## src/rtl/data_mem_arbiter.sv

```systemverilog
// ============================================================================
// data_mem_arbiter
//
// Shares the single-port data memory (dataMemory / genericRAM: one read/write
// port, registered read address) between the CPU load/store path (C) and the
// loader/debug requester (L). One access is granted per cycle using a
// burst-limited round-robin policy. Grants are combinational in the request
// cycle. The transfer commits at the following rising edge. Read data is
// returned to the winner one cycle after its grant.
//
// Parameters
//   dataW   data word width
//   addrW   word address width (matches dataMemory)
//   BURST   max consecutive grants to one port while the other is requesting
//
// Ports
//   sysCLK, sysRST          clock; synchronous active-high reset
//   reqC/wrC/addrC/wdataC   CPU request, 1 = write, word address, write data
//   gntC                    CPU access accepted this cycle
//   rvalidC/rdataC          CPU read data valid / read data (0 when not valid)
//   reqL ... rdataL         same set for the loader/debug port
//   memAddr/memDataW/memRW  to memory addr / dataIN / enWR
//   memDataR                from memory Q
// ============================================================================
module data_mem_arbiter #(
    parameter int unsigned dataW = 32,
    parameter int unsigned addrW = 16,
    parameter int unsigned BURST = 4
) (
    input  logic             sysCLK,
    input  logic             sysRST,

    input  logic             reqC,
    input  logic             wrC,
    input  logic [addrW-1:0] addrC,
    input  logic [dataW-1:0] wdataC,
    output logic             gntC,
    output logic             rvalidC,
    output logic [dataW-1:0] rdataC,

    input  logic             reqL,
    input  logic             wrL,
    input  logic [addrW-1:0] addrL,
    input  logic [dataW-1:0] wdataL,
    output logic             gntL,
    output logic             rvalidL,
    output logic [dataW-1:0] rdataL,

    output logic [addrW-1:0] memAddr,
    output logic [dataW-1:0] memDataW,
    output logic             memRW,
    input  logic [dataW-1:0] memDataR
);

    // Arbiter states: which port (if any) was granted in the previous cycle.
    localparam logic [1:0] IDLE  = 2'd0;
    localparam logic [1:0] OWN_C = 2'd1;
    localparam logic [1:0] OWN_L = 2'd2;

    // lastSrv encoding
    localparam logic SRV_C = 1'b0;
    localparam logic SRV_L = 1'b1;

    // beats counts 0..BURST inclusive
    localparam int unsigned   beatW   = $clog2(BURST + 1);
    localparam logic [beatW-1:0] beatMax = beatW'(BURST);
    localparam logic [beatW-1:0] beatOne = beatW'(1);

    logic [1:0]       state;
    logic [1:0]       stateNext;
    logic             lastSrv;
    logic             lastSrvNext;
    logic [beatW-1:0] beats;
    logic [beatW-1:0] beatsNext;
    logic [beatW-1:0] beatsInc;
    logic             burstLeft;

    logic             pickC;
    logic             pickL;

    logic             rvalidCQ;
    logic             rvalidLQ;

    assign burstLeft = (beats < beatMax);
    assign beatsInc  = (beats == beatMax) ? beatMax : beats + beatOne;

    // ------------------------------------------------------------------
    // Grant decision
    // ------------------------------------------------------------------
    always_comb begin
        pickC = 1'b0;
        pickL = 1'b0;
        case (state)
            OWN_C: begin
                // Owner keeps the port until its burst is spent, unless the
                // other side is not asking at all.
                if (reqC && (burstLeft || !reqL)) begin
                    pickC = 1'b1;
                end else if (reqL) begin
                    pickL = 1'b1;
                end
            end
            OWN_L: begin
                if (reqL && (burstLeft || !reqC)) begin
                    pickL = 1'b1;
                end else if (reqC) begin
                    pickC = 1'b1;
                end
            end
            default: begin
                if (reqC && reqL) begin
                    // Tie from idle: serve whoever was not served last.
                    if (lastSrv == SRV_L) begin
                        pickC = 1'b1;
                    end else begin
                        pickL = 1'b1;
                    end
                end else begin
                    pickC = reqC;
                    pickL = reqL;
                end
            end
        endcase
    end

    // Grants are suppressed while reset is held so nothing is committed.
    assign gntC = pickC & ~sysRST;
    assign gntL = pickL & ~sysRST;

    // ------------------------------------------------------------------
    // Next-state
    // ------------------------------------------------------------------
    always_comb begin
        stateNext   = IDLE;
        lastSrvNext = lastSrv;
        beatsNext   = '0;
        if (gntC) begin
            stateNext   = OWN_C;
            lastSrvNext = SRV_C;
            beatsNext   = (state == OWN_C) ? beatsInc : beatOne;
        end else if (gntL) begin
            stateNext   = OWN_L;
            lastSrvNext = SRV_L;
            beatsNext   = (state == OWN_L) ? beatsInc : beatOne;
        end
    end

    always_ff @(posedge sysCLK) begin
        if (sysRST) begin
            state    <= IDLE;
            lastSrv  <= SRV_L;
            beats    <= '0;
            rvalidCQ <= 1'b0;
            rvalidLQ <= 1'b0;
        end else begin
            state    <= stateNext;
            lastSrv  <= lastSrvNext;
            beats    <= beatsNext;
            rvalidCQ <= gntC & ~wrC;
            rvalidLQ <= gntL & ~wrL;
        end
    end

    // ------------------------------------------------------------------
    // Memory drive
    // ------------------------------------------------------------------
    always_comb begin
        memAddr  = '0;
        memDataW = '0;
        memRW    = 1'b0;
        if (gntC) begin
            memAddr  = addrC;
            memDataW = wdataC;
            memRW    = wrC;
        end else if (gntL) begin
            memAddr  = addrL;
            memDataW = wdataL;
            memRW    = wrL;
        end
    end

    // ------------------------------------------------------------------
    // Read return
    // ------------------------------------------------------------------
    // A read granted the cycle before reset is dropped: the registered flag
    // is still set during the reset cycle, so it is masked here as well.
    assign rvalidC = rvalidCQ & ~sysRST;
    assign rvalidL = rvalidLQ & ~sysRST;
    assign rdataC  = rvalidC ? memDataR : '0;
    assign rdataL  = rvalidL ? memDataR : '0;

endmodule

```

## config.mk

```make
export PLATFORM = sky130hd
export DESIGN_NAME = data_mem_arbiter
export DESIGN_NICKNAME = d
export VERILOG_FILES = /design/src/rtl/data_mem_arbiter.sv
export SDC_FILE = /design/constraint.sdc
export NUM_CORES = 1
export LEC_CHECK = 0
export CAP_MARGIN = 20
export CELL_PAD_IN_SITES_DETAIL_PLACEMENT = 2
export CELL_PAD_IN_SITES_GLOBAL_PLACEMENT = 2
export CORE_UTILIZATION = 10
export DETAILED_ROUTE_END_ITERATION = 10
export PLACE_DENSITY_LB_ADDON = 0.3
export SETUP_SLACK_MARGIN = 0.2
export SYNTH_ARGS = -nofsm -noshare
export SYNTH_HDL_FRONTEND = slang
export SYNTH_SLANG_ARGS = --single-unit
export TNS_END_PERCENT = 30
```

## constraint.sdc

```tcl
create_clock -name sysCLK -period 2.28 [get_ports sysCLK]
set_input_delay 0.684 -clock sysCLK [delete_from_list [all_inputs] [get_ports sysCLK]]
set_output_delay 0.684 -clock sysCLK [all_outputs]
set_load 0.01 [all_outputs]
```

==> flow_metrics.py <==
metrics = {
    "global_route": {
        "grt_pass1_wl_mm": 23.5,
        "antenna_found_initial": 0,
        "overflow": 0,
        "grt_start_max_net_pins": 27,
        "track_usage": 0.143,
        "grt_pass1_vias": 3852,
    },
    "floorplan": {
        "dieArea_um2": 21100,
        "rows": 52,
        "start_util": 0.102,
        "io_pins": 251,
        "die-height_um": 145,
        "coreArea_um2": 20200,
        "die_w_um": 145,
    },
    "synthesis": {
        "synthTopCellsByArea": "o31ai_2 (29%), and2_1 (20%), nand3_1 (13%)",
        "syn_avg_cell_area_um2": 7.01,
        "synthAdderAreaFrac": 0.0244,
        "synth_seq_cells": 8,
        "synth_cell_types": 29,
        "synthCells": 293,
        "synth-compound-area-share": 0.332,
        "synth_simple_gate_area_frac": 0.390,
        "synthMuxAreaShare": 0,
        "ys_warn_count": 0,
        "synth_top_area_frac": 0.286,
        "netlist_area_um2": 2050,
        "synth.largest_area_cell": "o31ai_2",
        "synth_xor_xnor_area_share": 0,
        "synth_top_family_by_area": "simple AND/OR/NAND/NOR gates",
        "ys_seq_area_frac": 0.0780,
        "synth_nets": 431,
    },
    "layout": {
        "fin_nets": 727,
        "fillers": 2237,
        "synthToLayoutAreaGrowth_pct": 200,
        "drive_gt1_frac": 0.535,
        "layout_common_cells": "clkdlybuf4s50_1 (130), buf_2 (74), buf_6 (54)",
        "final_common_cell": "clkdlybuf4s50_1",
        "stdcell_count": 857,
        "antenna_cells": 0,
    },
    "sta": {
        "max_freq_ghz": 0.350,
        "maxSlewViolCount": 0,
        "finalCritPeriodShare": 1.25,
        "setup_viol": 62,
        "fin_worst_skew_ns": 0.00354,
        "setup_ws_ns": -0.581,
        "min_period_ns": 2.86,
        "tightestPinTransition_ns": 0.359,
        "hold_viol_final": 0,
        "slew_headroom": 0.760,
        "grt_setup_unrepaired": "true",
    },
    "clock_network": {
        "cts_buffers": 3,
        "clkLatencyLatePin_ns": 0.23,
        "cts-root-buf": "clkbuf_16",
        "clock_sinks": 8,
        "postCtsHoldBufs": 0,
        "clk_pin_slew_ns": 0.04,
        "cts_buffer_depth": 2,
        "htree_levels": 1,
        "cts_tree": "built",
    },
    "outcome": {
        "outcome": "complete, but fails checks",
        "violations": "setup timing",
    },
    "setup_path": {
        "rrSetupSlack_ns": -0.51,
        "crit_arrival_ns": 2.18,
        "slowest_stage": "dfxtp_2",
        "worstRegToRegCells": 20,
        "cp_slowest_stage_delay_ns": 0.32,
        "startpoint": "state[0]",
        "critPathKind": "reg -> out",
        "setup.worst_path.end_class": "output port",
        "startpoint_type": "flip-flop",
        "crit_fanout": 12,
        "r2r_start": "state[0]",
        "worstSetupEndpoint": "memAddr[5]",
        "worstReg2RegEnd": "rvalidCQ",
        "crit_required_ns": 1.60,
        "path_cells": "inv_2 -> ha_4 -> and4bb_2 -> nor2b_4 -> nand3_4 -> buf_6 -> buf_16 -> o31ai_4 -> buf_2",
    },
    "placement": {
        "portBuffers": 250,
        "hpwlAfterDp_mm": 10.5,
        "gp_routability_congestion": 0.781,
        "placed_cells": 813,
    },
    "detailed_routing": {
        "first_iter_violations": 39,
        "wl_per_cell_um": 17.9,
        "dr.pass1.iters": 4,
        "vias_per_cell": 3.95,
        "wl_mm": 15.4,
        "vias": 3381,
        "ant_nets": 0,
        "drc": 0,
    },
    "power_and_ir_drop": {
        "power_leakage_uw": 0.00274,
        "p_per_area_nw_per_um2": 335,
        "power.total_uw": 2070,
        "peakVddDrop_uv": 193,
    },
    "hold_path": {
        "worst_hold_path_type": "reg -> reg",
    },
    "job": {
        "drv_cap": 0,
    },
}
-- critical path, delay by kind of cell (launching register included) --
family,cells,cell delay (ns)
buffers and inverters,4,0.56
DFF,1,0.32
adders and majority gates,1,0.29
and+or+nand+nor,3,0.58
AOI/OAI and AO/OA,1,0.17
-- flip-flops by register name, indices dropped and copies added, names as in the netlist --
register  count
rvalidLQ      1
rvalidCQ      1
lastSrv       1
beats         3
state         2
-- logic make-up after synthesis --
kind of cell / count (synthesis)
compound gates: 60
fa+ha+maj: 4
buf+inv: 82
flops: 8
simple gates: 139
-- area by class of cell --
type	instances	area [um^2]	area share
Timing Repair Buffer	319	3130	0.508
Tap cell	270	338	0.0548
Multi-Input combinational cell	203	2250	0.366
Inverter	54	203	0.0329
Clock buffer	3	75.1	0.0122
Sequential cell	8	161	0.0262
-- cell usage after synthesis (all sizes together) --
library cell	number
buf	12
nor2b	5
clkbuf	16
nand4b	1
o32ai	1
o21ai	2
nand3	52
a2111oi	1
dfxtp	8
and3b	1
nor2	6
a21o	3
a21oi	3
a31oi	1
and2	66
and4bb	1
ha	4
nand2	3
inv	54
nor4b	1
o31ai	48
nand3b	1
nor3	1
a21bo	1
nand4	1
-- routing by layer --
layer	part of all wire	wire (um)	vias to the layer above	GRT usage
li1	-	-	1594	-
met1	0.37	5620	1646	0.146
met2	0.58	8880	136	0.300
met3	0.054	837	5	0.0323
met4	0.0023	36	0	0.00895
met5	0	0	-	0
-- worst min path at each step --
| stage | startpoint | cells past startpoint | end | slack (ns) |
|---|---|---|---|---|
| finish | lastSrv | 2 | lastSrv | 0.67 |
| floorplan | lastSrv | 2 | lastSrv | 0.51 |
| global route | lastSrv | 2 | lastSrv | 0.70 |
| detailed placement | lastSrv | 2 | lastSrv | 0.60 |
| CTS | lastSrv | 2 | lastSrv | 0.66 |
| global placement | lastSrv | 2 | lastSrv | 0.57 |
-- metrics by stage --
stage / instance area [um^2] / worst slack [ns] / setup TNS (ns) / hold slack (ns) / utilization
final: 6160 / -0.581 / -29.80 / 0.673 / 0.306
after global routing: 6160 / -0.674 / -35.38 / 0.703 / 0.306
after CTS: 5820 / -0.599 / -30.38 / 0.665 / 0.289
after detailed placement: 5480 / -1.37 / -119.49 / 0.595 / 0.272
after global placement: 5480 / -1.32 / -117.57 / 0.565 / 0.272
after floorplan: 2540 / -0.159 / -6.86 / 0.514 / -
-- report_power, final --
part	leakage, uW	switching (uW)	internal (uW)
Clock	0.0000370	71.3	226
Sequential	0.0000659	11.6	154
Combinational	0.00263	768	835
Total	0.00274	851	1220
-- what timing repair did --
item | 4_1_cts | 5_1_grt
setup endpoints to repair | 123 | 121
resized for setup | 568 | 83
pin swaps | 23 | 33
cloned | 10 | 1
buffers inserted | 28 | 2
Power figures use the tool's default switching activity.
